===== src/rtl/data_mem_ctrl_pkg.sv =====
// Shared types for the data-memory load/store sequencer.
// Ports: none (package: access opcode enum, word-address mask, store-op helper).
package data_mem_ctrl_pkg;

    typedef enum logic [2:0] {
        ld_byte_s      = 3'd0,
        ld_byte_u      = 3'd1,
        ld_half_word_s = 3'd2,
        ld_half_word_u = 3'd3,
        ld_word        = 3'd4,
        str_byte       = 3'd5,
        str_half_word  = 3'd6,
        str_word       = 3'd7
    } mem_operation_t;

    localparam logic [31:0] WORD_ADDR_MASK = 32'hFFFF_FFFC;

    function automatic logic is_store(mem_operation_t op);
        return (op == str_byte) || (op == str_half_word) ||
               (op == str_word);
    endfunction

endpackage


===== src/rtl/data_mem_ctrl_load_align.sv =====
// Load data aligner: shifts the addressed byte/half to bit 0 and extends.
// Ports: op (access type), off (addr[1:0]), word (memory word) -> data.
module mem_load_align
    import data_mem_ctrl_pkg::*;
(
    input  mem_operation_t op,
    input  logic [1:0]     off,
    input  logic [31:0]    word,
    output logic [31:0]    data
);

    logic [31:0] shifted;

    assign shifted = word >> {off, 3'b000};

    always_comb begin
        data = shifted;
        unique case (op)
            ld_byte_s:      data = {{24{shifted[7]}}, shifted[7:0]};
            ld_byte_u:      data = {24'h0, shifted[7:0]};
            ld_half_word_s: data = {{16{shifted[15]}}, shifted[15:0]};
            ld_half_word_u: data = {16'h0, shifted[15:0]};
            default:        data = shifted;
        endcase
    end

endmodule


===== src/rtl/data_mem_ctrl.sv =====
// Load/store sequencer between the MEM stage and a req/ack word memory.
// Ports: core side clk/rstN/req_i/op_i/addr_i/wdata_i -> stall/done/rdata/
// misalign/timeout; memory side mem_req/we/addr/be/wdata out, ack/rdata in.
module data_mem_ctrl
    import data_mem_ctrl_pkg::*;
#(
    parameter int TIMEOUT = 16
) (
    input  logic           clk,
    input  logic           rstN,
    input  logic           req_i,
    input  mem_operation_t op_i,
    input  logic [31:0]    addr_i,
    input  logic [31:0]    wdata_i,
    output logic           stall_o,
    output logic           done_o,
    output logic [31:0]    rdata_o,
    output logic           misalign_o,
    output logic           timeout_o,
    output logic           mem_req_o,
    output logic           mem_we_o,
    output logic [31:0]    mem_addr_o,
    output logic [3:0]     mem_be_o,
    output logic [31:0]    mem_wdata_o,
    input  logic           mem_ack_i,
    input  logic [31:0]    mem_rdata_i
);

    typedef enum logic [1:0] {
        IDLE = 2'd0,
        WAIT = 2'd1,
        RESP = 2'd2,
        ERR  = 2'd3
    } memCtrlState_t;

    localparam int CW = (TIMEOUT > 1) ? $clog2(TIMEOUT + 1) : 1;

    memCtrlState_t  state_q;
    memCtrlState_t  state_d;
    logic [CW-1:0]  cnt_q;
    mem_operation_t op_q;
    logic [1:0]     off_q;
    logic [31:0]    addr_q;
    logic [3:0]     be_q;
    logic [31:0]    wdata_q;
    logic           we_q;
    logic [31:0]    rdata_q;
    logic           tmo_q;

    logic           is_byte;
    logic           is_half;
    logic           is_word;
    logic           misal;
    logic           tmo_hit;
    logic [3:0]     be_d;
    logic [31:0]    wdata_d;
    logic [31:0]    ld_data;

    always_comb begin
        is_byte = 1'b0;
        is_half = 1'b0;
        is_word = 1'b0;
        unique case (1'b1)
            (op_i == ld_byte_s) || (op_i == ld_byte_u) ||
            (op_i == str_byte):        is_byte = 1'b1;
            (op_i == ld_half_word_s) || (op_i == ld_half_word_u) ||
            (op_i == str_half_word):   is_half = 1'b1;
            default:                   is_word = 1'b1;
        endcase
    end

    assign misal = (is_half && addr_i[0]) ||
                   (is_word && (addr_i[1:0] != 2'b00));

    always_comb begin
        be_d    = 4'b1111;
        wdata_d = wdata_i;
        unique case (1'b1)
            is_byte: begin
                be_d    = 4'b0001 << addr_i[1:0];
                wdata_d = {4{wdata_i[7:0]}};
            end
            is_half: begin
                be_d    = addr_i[1] ? 4'b1100 : 4'b0011;
                wdata_d = {2{wdata_i[15:0]}};
            end
            default: begin
                be_d    = 4'b1111;
                wdata_d = wdata_i;
            end
        endcase
    end

    // Abort once the TIMEOUT-th consecutive WAIT cycle passes without ack.
    assign tmo_hit = (TIMEOUT > 0) && (cnt_q == CW'(TIMEOUT - 1));

    mem_load_align u_align (
        .op   (op_q),
        .off  (off_q),
        .word (mem_rdata_i),
        .data (ld_data)
    );

    always_comb begin
        state_d = state_q;
        unique case (state_q)
            IDLE: if (req_i) state_d = misal ? ERR : WAIT;
            WAIT: begin
                if (mem_ack_i)    state_d = RESP;
                else if (tmo_hit) state_d = ERR;
            end
            RESP:    state_d = IDLE;
            ERR:     state_d = IDLE;
            default: state_d = IDLE;
        endcase
    end

    always_comb begin
        mem_req_o  = (state_q == WAIT);
        done_o     = (state_q == RESP) || (state_q == ERR);
        misalign_o = (state_q == ERR) && !tmo_q;
        timeout_o  = (state_q == ERR) && tmo_q;
        stall_o    = ((state_q == IDLE) && req_i) || (state_q == WAIT);
    end

    assign rdata_o     = rdata_q;
    assign mem_we_o    = we_q;
    assign mem_addr_o  = addr_q;
    assign mem_be_o    = be_q;
    assign mem_wdata_o = wdata_q;

    always_ff @(posedge clk or negedge rstN) begin
        if (!rstN) begin
            state_q <= IDLE;
            cnt_q   <= '0;
            op_q    <= ld_byte_s;
            off_q   <= 2'b00;
            addr_q  <= '0;
            be_q    <= '0;
            wdata_q <= '0;
            we_q    <= 1'b0;
            rdata_q <= '0;
            tmo_q   <= 1'b0;
        end else begin
            state_q <= state_d;
            unique case (state_q)
                IDLE: begin
                    if (req_i && misal) begin
                        tmo_q <= 1'b0;
                    end else if (req_i) begin
                        op_q    <= op_i;
                        off_q   <= addr_i[1:0];
                        addr_q  <= addr_i & WORD_ADDR_MASK;
                        be_q    <= be_d;
                        wdata_q <= wdata_d;
                        we_q    <= is_store(op_i);
                        cnt_q   <= '0;
                    end
                end
                WAIT: begin
                    if (mem_ack_i) begin
                        if (!is_store(op_q)) rdata_q <= ld_data;
                    end else begin
                        cnt_q <= cnt_q + 1'b1;
                        if (state_d == ERR) tmo_q <= 1'b1;
                    end
                end
                default: ;
            endcase
        end
    end

endmodule


===== config.mk =====
export PLATFORM = sky130hd
export DESIGN_NAME = data_mem_ctrl
export DESIGN_NICKNAME = d
export VERILOG_FILES = /design/src/rtl/data_mem_ctrl_pkg.sv /design/src/rtl/data_mem_ctrl_load_align.sv /design/src/rtl/data_mem_ctrl.sv
export SDC_FILE = /design/constraint.sdc
export NUM_CORES = 1
export LEC_CHECK = 0
export ABC_CLOCK_PERIOD_IN_PS = 2600
export CAP_MARGIN = 40
export CELL_PAD_IN_SITES_DETAIL_PLACEMENT = 0
export CELL_PAD_IN_SITES_GLOBAL_PLACEMENT = 1
export CORE_MARGIN = 2
export CORE_UTILIZATION = 36
export CTS_BUF_LIST = sky130_fd_sc_hd__clkbuf_4
export CTS_CLUSTER_SIZE = 16
export DETAILED_ROUTE_END_ITERATION = 16
export PLACE_DENSITY_LB_ADDON = 0.1
export SLEW_MARGIN = 15
export SYNTH_ARGS = -nofsm -noshare
export SYNTH_HDL_FRONTEND = slang
export SYNTH_SLANG_ARGS = --single-unit
export TNS_END_PERCENT = 1

===== constraint.sdc =====
create_clock -name clk -period 2.6 [get_ports clk]
set_input_delay 0.65 -clock clk [delete_from_list [all_inputs] [get_ports clk]]
set_output_delay 0.65 -clock clk [all_outputs]
set_load 0.02 [all_outputs]

==> impl_summary.md <==
Floorplan
The die covers between 15,000 and 20,000 um2. The die span in x is 131 um. During I/O placement, the number of pins put on the boundary was about 210. The initial utilization of the core area, before any placement, comes to 36.8%. The placeable core region is 15,800 um2.

Row generation in the floorplan step produced between 40 and 50 rows. The die is between 100 and 150 um tall.

Global route
The largest net degree at the start of global routing is 113. The sum of overflow across all layers after global routing is 0. The initial antenna violation count is 1. Global routing consumed, over all layers together, roughly a fifth of the routing resources.

The first global-routing pass estimated between 20,000 and 30,000 um of wire. The via count of the first global-routing pass came to around 4,800.

Yosys
The Yosys step of the flow raised 0 warnings. The total standard cell area after synthesis is slightly below 6000 um2. Yosys attributes the largest share of cell area to sky130_fd_sc_hd__dfrtp_1, sky130_fd_sc_hd__mux2_4, sky130_fd_sc_hd__mux2i_1. The top flip-flop cell by instance count after synthesis is sky130_fd_sc_hd__dfrtp_1.

The synthesized netlist contains 52 unique library cells. Counting flops with an async set or reset pin after synthesis yields a share of between 90% and 100%. Summing the sequential cell areas from Yosys gives 48.1% of the chip area. The flip-flop and latch count after synthesis is about 110. The share of synthesized area in the top cell type comes to between 40 and 50%. The cell taking the most area after synthesis is sky130_fd_sc_hd__dfrtp_1. Synthesis handed over a netlist of around 470 instances.

The average instance in the mapped netlist occupies between 10 and 15 um2. Yosys mapped a number of flops with a built-in enable equal to 0.

Route
The routed via count divided by cell count is between 4 and 5. In this run, the number of DRC markers left after iteration 0 of detailed routing was 150. After detailed routing, the total wire length is between 15,000 and 20,000 um. The detailed router placed approximately 4,500 vias in this run. For this run, design rule violations remaining after detail routing come to 0. After detailed routing, the average wire length per cell comes to ~18 um. The detail route stage leaves a number of antenna-violating nets equal to 0.

Before antenna repair, the detailed router went through 6 iterations.

Run
The max capacitance violation total is 0.

Placed design
The total half-perimeter wirelength after legalization and detailed placement is approximately 12,000 um. Input and output buffers added on the ports amount to a little over 200. At the end of routability-driven placement, the weighted congestion stood at 0.788.

Once placement finished, the instance area stood at between 8000 and 9000 um2. The number of cells in the design after placement is around 890.

Critical path
The maximum fanout encountered on the critical timing path is 2. The first element of the critical path is req_i. STA classifies the critical path startpoint as a primary input. At the worst endpoint, the required time is roughly 2.0 ns. The critical path in this run is classified as in2out.

The worst endpoint data arrival time is approximately 1.8 ns. The kind of end point of the critical path is a primary output. The startpoint of the worst register-to-register path is state_q[1].

Timing
The relative slew slack is 59.7%. The total setup violations reported at the end of the flow is 0. The ratio of final minimum period to clock period is between 90% and 100%. The final sum of negative setup slack is 0 ns. For the pin with the worst max-slew slack, the measured transition is 0.604 ns. The number of slew-limit violations in the final report is 0. Setup repair after global routing left no endpoint under its margin.

Between clock sinks in the finished design, the worst skew comes to between 0.02 and 0.025 ns. The post-route worst hold slack is approximately 0.20 ns. The smallest clock period supported by the final layout is computed as ~2.4 ns.

The highest clock rate is approximately 0.41 GHz. The number of endpoints with negative hold slack in the final report was 0.

Outcome
The run finished with clean final reports.

Layout
Compared with the post-synthesis result, the final layout area differs by 43.5%. The filler cells instantiated in the layout total about 1,400. The finished layout holds slightly above 900 standard cells, fillers aside.

Summing all non-filler instances in the final layout gives an area of ~8400 um2. After the last flow step, the layout net total stands at 792. In the final layout, the share of cells above drive strength 1 is between 15 and 20%.

Power
The maximum ir drop on the vdd rail is ~0.47 mV. Dividing total power by cell area gives a power density of roughly 1100 nW/um2. The power after layout is between 9000 and 10,000 uW.

The leakage component of the power is approximately 0.0037 uW.

CTS
TritonCTS built the clock tree. The clock sink count is about 110. For the worst-skew pair, the clock arrives at the later sink with an insertion delay of 0.49 ns.

The tree is rooted in a sky130_fd_sc_hd__clkbuf_4. Buffers added to address setup during post-CTS repair amount to 0. The number of H-tree levels is 3. The maximum buffer depth of the clock tree is 2.

The clock-pin slew reported for the worst setup and hold paths after clock tree synthesis is 0.19 ns. The clock buffer count from CTS is 9.

Hold path
The min-delay analysis places its worst path in the category in2async.
placed cells by master, fill, tap and decap left out, types with 8 or more instances in the layout:
master / count
sky130_fd_sc_hd__clkdlybuf4s50_1: 203
sky130_fd_sc_hd__dfrtp_1: 112
sky130_fd_sc_hd__mux2_4: 63
sky130_fd_sc_hd__buf_4: 32
sky130_fd_sc_hd__o21ai_0: 29
sky130_fd_sc_hd__nor2_1: 24
sky130_fd_sc_hd__a21oi_1: 23
sky130_fd_sc_hd__nor2b_1: 18
sky130_fd_sc_hd__mux2i_1: 18
sky130_fd_sc_hd__o22a_1: 17
sky130_fd_sc_hd__mux2_2: 15
sky130_fd_sc_hd__nand2_1: 12
sky130_fd_sc_hd__and3_1: 11
sky130_fd_sc_hd__mux2_1: 11
sky130_fd_sc_hd__and2_1: 9
sky130_fd_sc_hd__o22ai_1: 9
sky130_fd_sc_hd__clkbuf_4: 9
sky130_fd_sc_hd__a211oi_1: 8
where the power goes:
part / total, uW / switching (uW) / internal, uW
combinational: 5400 / 2470 / 2930
sequential: 3140 / 550 / 2590
clock: 1050 / 639 / 410
layer usage:
metal | GRT usage, % | vias to the layer above | wire (um)
met4 | 4.47 | 0 | 231
met1 | 24.4 | 2252 | 7100
met3 | 5.02 | 13 | 854
li1 | - | 2133 | -
met5 | 0 | - | 0
met2 | 31.9 | 132 | 7740
worst paths after layout:
check | endpoint | slack (ns) | cells past startpoint
worst max-delay path | stall_o | 0.17 | 4
worst min-delay path | rdata_o[26] | 0.20 | 2
worst max register to register | mem_wdata_o[31] | 0.47 | 5
worst min register to register | rdata_o[0] | 0.51 | 1
max in group asynchronous | mem_wdata_o[17] | 1.94 | 2
min in group clk | rdata_o[0] | 0.51 | 1
cell families (layout without fill, tap and decap cells):
family / Yosys count / in the layout / share of synthesized area, %
simple gates: 90 / 90 / 8.29
mux: 108 / 108 / 24.7
buf+inv: 43 / 263 / 5.07
compound gates: 112 / 112 / 12.9
other cells: 1 / 3 / 0.0643
xor+xnor: 3 / 3 / 0.451
fa+ha+maj: 2 / 2 / 0.429
flops: 112 / 112 / 48.1
worst max-delay path, cell delays in order:
cell and delay (ns):
sky130_fd_sc_hd__clkdlybuf4s50_1 0.48, sky130_fd_sc_hd__or3b_1 0.36, sky130_fd_sc_hd__o21ai_0 0.09, sky130_fd_sc_hd__clkbuf_2 0.20
layout make-up:
cell class                 instances  area, um2  share of cell area [%]
timing repair buffer             240       2350                    28.1
sequential                       112       2800                    33.5
clock buffer                       9       67.6                   0.808
inverter                           7       26.3                   0.314
antenna                            1       2.50                  0.0299
tap                              216        270                    3.23
clock inverter                     7        108                    1.29
multi-input combinational        317       2730                    32.7
cells in the mapped netlist, drive strengths merged, types with 2 or more instances:
cell and n:
a22o 2, xor2 2, o21ai 31, nand2 12
ha 2, o22ai 9, or2 2, mux2 89
and3 11, a31o 2, nor2 24, o31ai 3
nand4 2, a211oi 8, clkbuf 15, mux2i 18
nand2b 5, nor2b 18, dfrtp 112, o22a 17
a21boi 2, a21oi 23, and2 9, nor3b 3
o2bb2ai 7, inv 7, buf 21
flip-flops by register name, summed over array words and instances, names as in the netlist:
name / flops
mem_be_o: 4
state_q: 2
cnt_q: 5
op_q: 3
rdata_o: 32
mem_we_o: 1
off_q: 2
tmo_q: 1
mem_addr_o: 30
mem_wdata_o: 32
per-stage QoR:
stage               setup slack, ns  util, %
finish                        0.167     52.8
global route                 0.0343     52.8
CTS                         0.00159     52.8
detailed placement           -0.276     51.7
global placement             -0.251     51.7
floorplan                     0.375        -
timing repair:
action	CTS	global route
hold buffers	0	0
endpoints found under the setup margin	1	2
pin swaps	0	0
resized for setup	1	4
Note: power is estimated with default switching activity, not from simulation.
